==> src/rtl/axi_lite_mem_arbiter.sv <==
// 2:1 AXI-Lite arbiter: M0 (IFU, read-only) and M1 (LSU, read/write) share
// one AXI-Lite SRAM slave. Only one transaction is outstanding at a time.
//
// Ports:
//   clk, rst            clock, async active-low reset
//   m0_ar*/m0_r*        M0 read address / read data
//   m1_ar*/m1_r*        M1 read address / read data
//   m1_aw*/m1_w*/m1_b*  M1 write address / write data / write response
//   s_*                 slave side of all five channels
module axi_lite_mem_arbiter #(
  parameter int AW = 32,
  parameter int DW = 32
) (
  input  logic            clk,
  input  logic            rst,
  // M0 read
  input  logic [AW-1:0]   m0_araddr,
  input  logic            m0_arvalid,
  output logic            m0_arready,
  output logic [DW-1:0]   m0_rdata,
  output logic [1:0]      m0_rresp,
  output logic            m0_rvalid,
  input  logic            m0_rready,
  // M1 read
  input  logic [AW-1:0]   m1_araddr,
  input  logic            m1_arvalid,
  output logic            m1_arready,
  output logic [DW-1:0]   m1_rdata,
  output logic [1:0]      m1_rresp,
  output logic            m1_rvalid,
  input  logic            m1_rready,
  // M1 write
  input  logic [AW-1:0]   m1_awaddr,
  input  logic            m1_awvalid,
  output logic            m1_awready,
  input  logic [DW-1:0]   m1_wdata,
  input  logic [DW/8-1:0] m1_wstrb,
  input  logic            m1_wvalid,
  output logic            m1_wready,
  output logic [1:0]      m1_bresp,
  output logic            m1_bvalid,
  input  logic            m1_bready,
  // slave
  output logic [AW-1:0]   s_araddr,
  output logic            s_arvalid,
  input  logic            s_arready,
  input  logic [DW-1:0]   s_rdata,
  input  logic [1:0]      s_rresp,
  input  logic            s_rvalid,
  output logic            s_rready,
  output logic [AW-1:0]   s_awaddr,
  output logic            s_awvalid,
  input  logic            s_awready,
  output logic [DW-1:0]   s_wdata,
  output logic [DW/8-1:0] s_wstrb,
  output logic            s_wvalid,
  input  logic            s_wready,
  input  logic [1:0]      s_bresp,
  input  logic            s_bvalid,
  output logic            s_bready
);

  typedef enum logic [1:0] {
    IDLE = 2'd0,
    RD0  = 2'd1,
    RD1  = 2'd2,
    WR1  = 2'd3
  } state_e;

  state_e state_q, state_d;
  // last_q: 0 = M0 granted last, 1 = M1 granted last
  logic   last_q, last_d;
  logic   a_done_q, a_done_d;
  logic   w_done_q, w_done_d;

  logic req0, req1r, req1w, req1;

  assign req0  = m0_arvalid;
  assign req1r = m1_arvalid;
  assign req1w = m1_awvalid & m1_wvalid;
  assign req1  = req1r | req1w;

  always_ff @(posedge clk or negedge rst) begin
    if (!rst) begin
      state_q  <= IDLE;
      last_q   <= 1'b1;
      a_done_q <= 1'b0;
      w_done_q <= 1'b0;
    end else begin
      state_q  <= state_d;
      last_q   <= last_d;
      a_done_q <= a_done_d;
      w_done_q <= w_done_d;
    end
  end

  always_comb begin
    state_d  = state_q;
    last_d   = last_q;
    a_done_d = a_done_q;
    w_done_d = w_done_q;
    unique case (state_q)
      IDLE: begin
        // M0 wins if alone, or on a tie when M1 went last
        if (req0 && (!req1 || last_q)) begin
          state_d = RD0;
          last_d  = 1'b0;
        end else if (req1) begin
          state_d = req1w ? WR1 : RD1;
          last_d  = 1'b1;
        end
      end
      RD0, RD1: begin
        if (s_arvalid && s_arready)
          a_done_d = 1'b1;
        if (s_rvalid && s_rready) begin
          state_d  = IDLE;
          a_done_d = 1'b0;
        end
      end
      WR1: begin
        if (s_awvalid && s_awready)
          a_done_d = 1'b1;
        if (s_wvalid && s_wready)
          w_done_d = 1'b1;
        if (s_bvalid && s_bready) begin
          state_d  = IDLE;
          a_done_d = 1'b0;
          w_done_d = 1'b0;
        end
      end
    endcase
  end

  always_comb begin
    m0_arready = 1'b0;
    m0_rdata   = '0;
    m0_rresp   = '0;
    m0_rvalid  = 1'b0;
    m1_arready = 1'b0;
    m1_rdata   = '0;
    m1_rresp   = '0;
    m1_rvalid  = 1'b0;
    m1_awready = 1'b0;
    m1_wready  = 1'b0;
    m1_bresp   = '0;
    m1_bvalid  = 1'b0;
    s_araddr   = '0;
    s_arvalid  = 1'b0;
    s_rready   = 1'b0;
    s_awaddr   = '0;
    s_awvalid  = 1'b0;
    s_wdata    = '0;
    s_wstrb    = '0;
    s_wvalid   = 1'b0;
    s_bready   = 1'b0;
    unique case (state_q)
      IDLE: ;
      RD0: begin
        s_araddr   = m0_araddr;
        s_arvalid  = m0_arvalid & ~a_done_q;
        m0_arready = s_arready & ~a_done_q;
        m0_rdata   = s_rdata;
        m0_rresp   = s_rresp;
        m0_rvalid  = s_rvalid;
        s_rready   = m0_rready;
      end
      RD1: begin
        s_araddr   = m1_araddr;
        s_arvalid  = m1_arvalid & ~a_done_q;
        m1_arready = s_arready & ~a_done_q;
        m1_rdata   = s_rdata;
        m1_rresp   = s_rresp;
        m1_rvalid  = s_rvalid;
        s_rready   = m1_rready;
      end
      WR1: begin
        s_awaddr   = m1_awaddr;
        s_awvalid  = m1_awvalid & ~a_done_q;
        m1_awready = s_awready & ~a_done_q;
        s_wdata    = m1_wdata;
        s_wstrb    = m1_wstrb;
        s_wvalid   = m1_wvalid & ~w_done_q;
        m1_wready  = s_wready & ~w_done_q;
        m1_bresp   = s_bresp;
        m1_bvalid  = s_bvalid;
        s_bready   = m1_bready;
      end
    endcase
  end

endmodule
==> config.mk <==
export PLATFORM = sky130hd
export DESIGN_NAME = axi_lite_mem_arbiter
export DESIGN_NICKNAME = d
export VERILOG_FILES = /design/src/rtl/axi_lite_mem_arbiter.sv
export SDC_FILE = /design/constraint.sdc
export NUM_CORES = 1
export LEC_CHECK = 0
export CAP_MARGIN = 20
export CELL_PAD_IN_SITES_DETAIL_PLACEMENT = 1
export CELL_PAD_IN_SITES_GLOBAL_PLACEMENT = 1
export CORE_AREA = 5 5 140 142
export DETAILED_ROUTE_END_ITERATION = 12
export DIE_AREA = 0 0 145 147
export DONT_BUFFER_PORTS = 1
export PLACE_DENSITY = 0.35
export SYNTH_ARGS = -nofsm -noshare
export SYNTH_HDL_FRONTEND = slang
export SYNTH_SLANG_ARGS = --single-unit
==> constraint.sdc <==
create_clock -name clk -period 2.1 [get_ports clk]
set_input_delay 0.21 -clock clk [delete_from_list [all_inputs] [get_ports clk]]
set_output_delay 0.21 -clock clk [all_outputs]
set_load 0.03 [all_outputs]
# Word-level counts from Yosys, hierarchy flattened
# Index checks and enable logic that the tools add are counted.
# W data, S select, Z words.
# classes
eq_ne,8
n_mux,36
n_bitwise,11
n_reduce_logical,17
# op_table
op,n
$mux W32,4
$pmux W32 S2,1
$mux W1,19
$mux W2,7
$ne A3 B3 Y1 const B,3
$and A1 B1 Y1,8
$logic_and A1 B1 Y1,6
$pmux W1 S2,3
$pmux W2 S3,1
$reduce_and A3 Y1,2
$reduce_bool A2 Y1,3
$eq A2 B2 Y1 const B,2
$mux W4,1
$ne A2 B2 Y1 const B,2
$reduce_and A2 Y1,2
$eq A2 B1 Y1 const B,1
$logic_not A2 Y1,1
$not A1 Y1,2
$reduce_or A2 Y1,1
$logic_not A1 Y1,1
$logic_or A1 B1 Y1,1
$or A1 B1 Y1,1
# word_totals
regBits,5
out_inout_bits,182
wordCells,76

# Longest topological paths before layout
# depth
depth_word,7
depth_mapped,7

# Worst setup path after synthesis
# OpenSTA, ideal clock, no wires.
# synth_path
kind,register to output
start,register state_q[1]
end,output port s_araddr[0]
t_arrival_ps,1643
setup_slack_ps,247
path_stages_with_launch,6
n_path_buf,2
path_cell_list,dfrtp_1 > inv_1 > ha_1 > buf_2 > clkbuf_1 > nor2b_1
# synth_via
elab_chain_len,2
elab_cells_between_ends,3
cone_classes,eq/ne (2); mux (1)
# synth_lines
element,line_no,source
from (decl),70,"state_e state_q, state_d;"
from (signal assigned),90,state_q <= state_d;
$eq A2 B2 Y1 / $eq A2 B1 Y1 (equally long branches),157,unique case (state_q)
$pmux W32 S2 (*),157,
to (decl),44,"output logic [AW-1:0] s_araddr,"
# Every way passes the cells marked *; elsewhere a longest branch is shown, timed or not.

# Worst setup path after layout
# layout_path
start,register state_q[0]
end,output port s_arvalid
# layout_via
elab_chain_len,2
elab_cells_between_ends,3
cone_classes,eq/ne (2); mux (1)
# layout_lines
element,line_no,source
$eq A2 B2 Y1 / $eq A2 B1 Y1 (equally long branches),157,
$pmux W1 S2 (*),157,
to (decl),45,"output logic s_arvalid,"
# Marked as above.

==> results by group <==
STA
  – RSZ-0062 raised after global routing: no
  – Setup violations, final: 0
  – Setup Skew: 0.00113 ns
  – FMAX: around 500 MHz
  – Final Cycle Share: 0.928
  – Final period demand of the worst path: 1.95 ns
  – Final hold violations: 0
  – Max-slew violations: 0
  – Setup TNS: 0 ns
  – Headroom to the max-slew limit: 0.751
  – Worst slew pin tran: 0.376 ns

Clocking
  – CTS clk-pin slew, worst paths: 0.03 ns
  – CTS tree: built
  – Clock Latency Late Sink: approximately 0.23 ns
  – CTS Buf Count: 3
  – CTS Buffer Depth: 2
  – Setup Fix Bufs, Post-CTS: 0
  – # clock sinks: 5
  – Root Buffer: clkbuf_16
  – CTS H-Tree Depth: 1

Finish
  – Synthesis-to-finish area growth: 33.9%
  – Nets@finish: 491
  – Fill cell count: 2200
  – Area of the multi-input gates: 1670 um2
  – Share of layout cells above drive strength 1: 0.178
  – Reg area: 126 um2
  – ANT cells: 0
  – Post-route cell area: 2550 um2

Worst hold path
  – Worst min-delay path category: in -> reg
  – Hold Path End: last_q
  – Hold Path Depth: 1
  – Hold path start: m0_arvalid

Die
  – Initial Utilization: 0.104
  – Top-Level Pins: roughly 360
  – Core ar.: 18300 um2
  – Die Span X: 145 um
  – Site row count: 50
  – Die Ht: 147 um
  – Die area: around 21000 um2

Power and ir drop
  – Leakage: approximately 1 nW
  – Pwr per Cell Area: about 1700 nW/um2
  – VDD IR-drop max: roughly 0.54 mV

Placement
  – DP Area: about 2400 um2
  – Port bufs: 0
  – Post-DP HPWL: 9.15 mm
  – Final Wtd Congestion: 0.720

Logic synthesis
  – Seq/Total Area, Yosys: 0.0663
  – Synthesized area: 1910 um2
  – Number of flops mapped to enable cells by yosys: 0
  – Ys Warns: 0
  – Synth cell types: 29
  – Mapped Cells: about 280
  – Ys flop type: dfrtp_1
  – FF+latch count, synth: 5
  – Syn_nets: 470
  – Async SR Flop Fraction: 1.00
  – Avg Cell Area, Syn: 6.74 um2

Route
  – Routed Wire Length: 10.1 mm
  – DRC Markers: 0
  – DRT Pass-1 Iters: 4
  – WL/cell: 18.8 um
  – Final ANT Viol Nets: 0
  – Routed vias: 2135
  – Via density: approximately 4
  – DRT iter0 DRCs: 53

Setup path
  – R2R depth: 6
  – Worst R2R Setup Slack: roughly 0.36 ns
  – CP max stage delay: 0.41 ns
  – WS Path Type: reg -> out
  – Worst setup path start: state_q[0]
  – CP arrival: 1.74 ns
  – Crit path launch type: flip-flop
  – CP required: 1.89 ns
  – Maximum fanout along the worst path: 4
  – FF-to-FF Start: state_q[0]
  – Critical Path End Type: output pin
  – Reg-to-reg critical path endpoint: state_q[0]
  – Slowest CP cell: dfrtp_1
  – Sequence of cells on the critical path: inv_1, ha_2, mux2_2, and3_1

Global route
  – Gr usage total: 0.0836
  – First-pass GRT wire length: 14.2 mm
  – GR Overflow Total: 0
  – Pin count of the biggest net entering global routing: 83
  – Initial antenna violation count: 0
  – Vias in the first global route: around 2300

Flow run
  – Max Cap Viol: 0

Run status
  – Outcome: complete, no violations
final cells by class:
cell class              count  share of cell area
flip-flops and latches      5              0.0495
multi-input cells         246               0.654
clock buffers               4              0.0309
repair buffers             44               0.145
inverters                   4             0.00588
well taps                 234               0.115
report_power, final:
group	internal [W]	switching (W)
logic	0.00122	0.00272
registers	0.000153	0.0000459
clock network	0.000251	0.0000607
critical path, delay by kind of cell (launching register included):
kind | cells | cell delay, ns
flip-flops | 1 | 0.41
multiplexers | 1 | 0.37
AND/OR/NAND/NOR | 1 | 0.30
adder cells (fa/ha/maj) | 1 | 0.28
buffers and inverters | 1 | 0.15
how the worst max path moves through the flow:
| stage | to | slack, ns | cells after the start |
|---|---|---|---|
| floorplan | s_araddr[0] | 0.25 | 5 |
| CTS | s_araddr[14] | 0.01 | 6 |
| detailed placement | s_araddr[14] | 0.24 | 6 |
| finish | s_arvalid | 0.15 | 4 |
| global placement | s_araddr[14] | 0.28 | 6 |
| global route | s_araddr[22] | 0.001 | 6 |
through the flow:
step / utilization / total power, W / cells / worst slack (ns) / hold WS [ns]
after floorplan: - / 0.00331 / 283 / 0.247 / -0.0856
after global placement: 0.133 / 0.00409 / 532 / 0.278 / -0.0837
after detailed placement: 0.133 / 0.00412 / 532 / 0.242 / -0.0837
after CTS: 0.138 / 0.00446 / 537 / 0.0108 / 0.0574
after global routing: 0.139 / 0.00476 / 537 / 0.00128 / 0.0533
final: 0.139 / 0.00445 / 537 / 0.151 / 0.0596
flip-flops by register name, indices dropped and copies added (netlist names):
register / cells
last_q: 1
a_done_q: 1
state_q: 2
w_done_q: 1
placed cells by master, fill, tap and decap left out, drive strengths merged, types with 2 or more instances in the layout:
master | Yosys | routed
and2 | 142 | 142
and3b | 2 | 2
a22oi | 34 | 34
o21ai | 2 | 2
buf | 8 | 43
inv | 4 | 4
dfrtp | 4 | 4
nand2 | 2 | 2
nor2 | 2 | 2
and3 | 5 | 5
nor2b | 34 | 34
a21oi | 5 | 5
ha | 5 | 5
a31oi | 3 | 3
clkbuf | 20 | 4
repair_timing:
action                                 CTS  global route
hold buffers                             1             0
endpoints found under the hold margin    5             0
resized for setup                        1             5
pin swaps                                0             0
setup endpoints to repair                2            19
metal layers:
layer  wire length (um)  share of wire  GRT usage
met1               3120           0.31     0.0740
met2               5600           0.55      0.164
met3               1290           0.13     0.0435
met4                100         0.0099     0.0212
met5                  0              0          0
cell families (layout without fill, tap and decap cells):
kind of cell,count (synthesis),after routing,synth area share
and+or+nand+nor,190,190,0.621
AOI/OAI and AO/OA,50,50,0.206
buffers and inverters,32,52,0.0682
adders and majority gates,5,5,0.0328
DFF,5,5,0.0663
muxes,1,1,0.00591
synth_stat cells, drive strengths merged, types with 3 or more instances:
master	n	area, um2
and2	142	888
and3	5	31.3
inv	4	15.0
nor2b	34	213
dfrtp	4	100
ha	5	62.6
a31oi	3	18.8
a21oi	5	25.0
clkbuf	20	75.1
a22oi	34	269
buf	8	40.0
(Power assumes the default switching activity.)
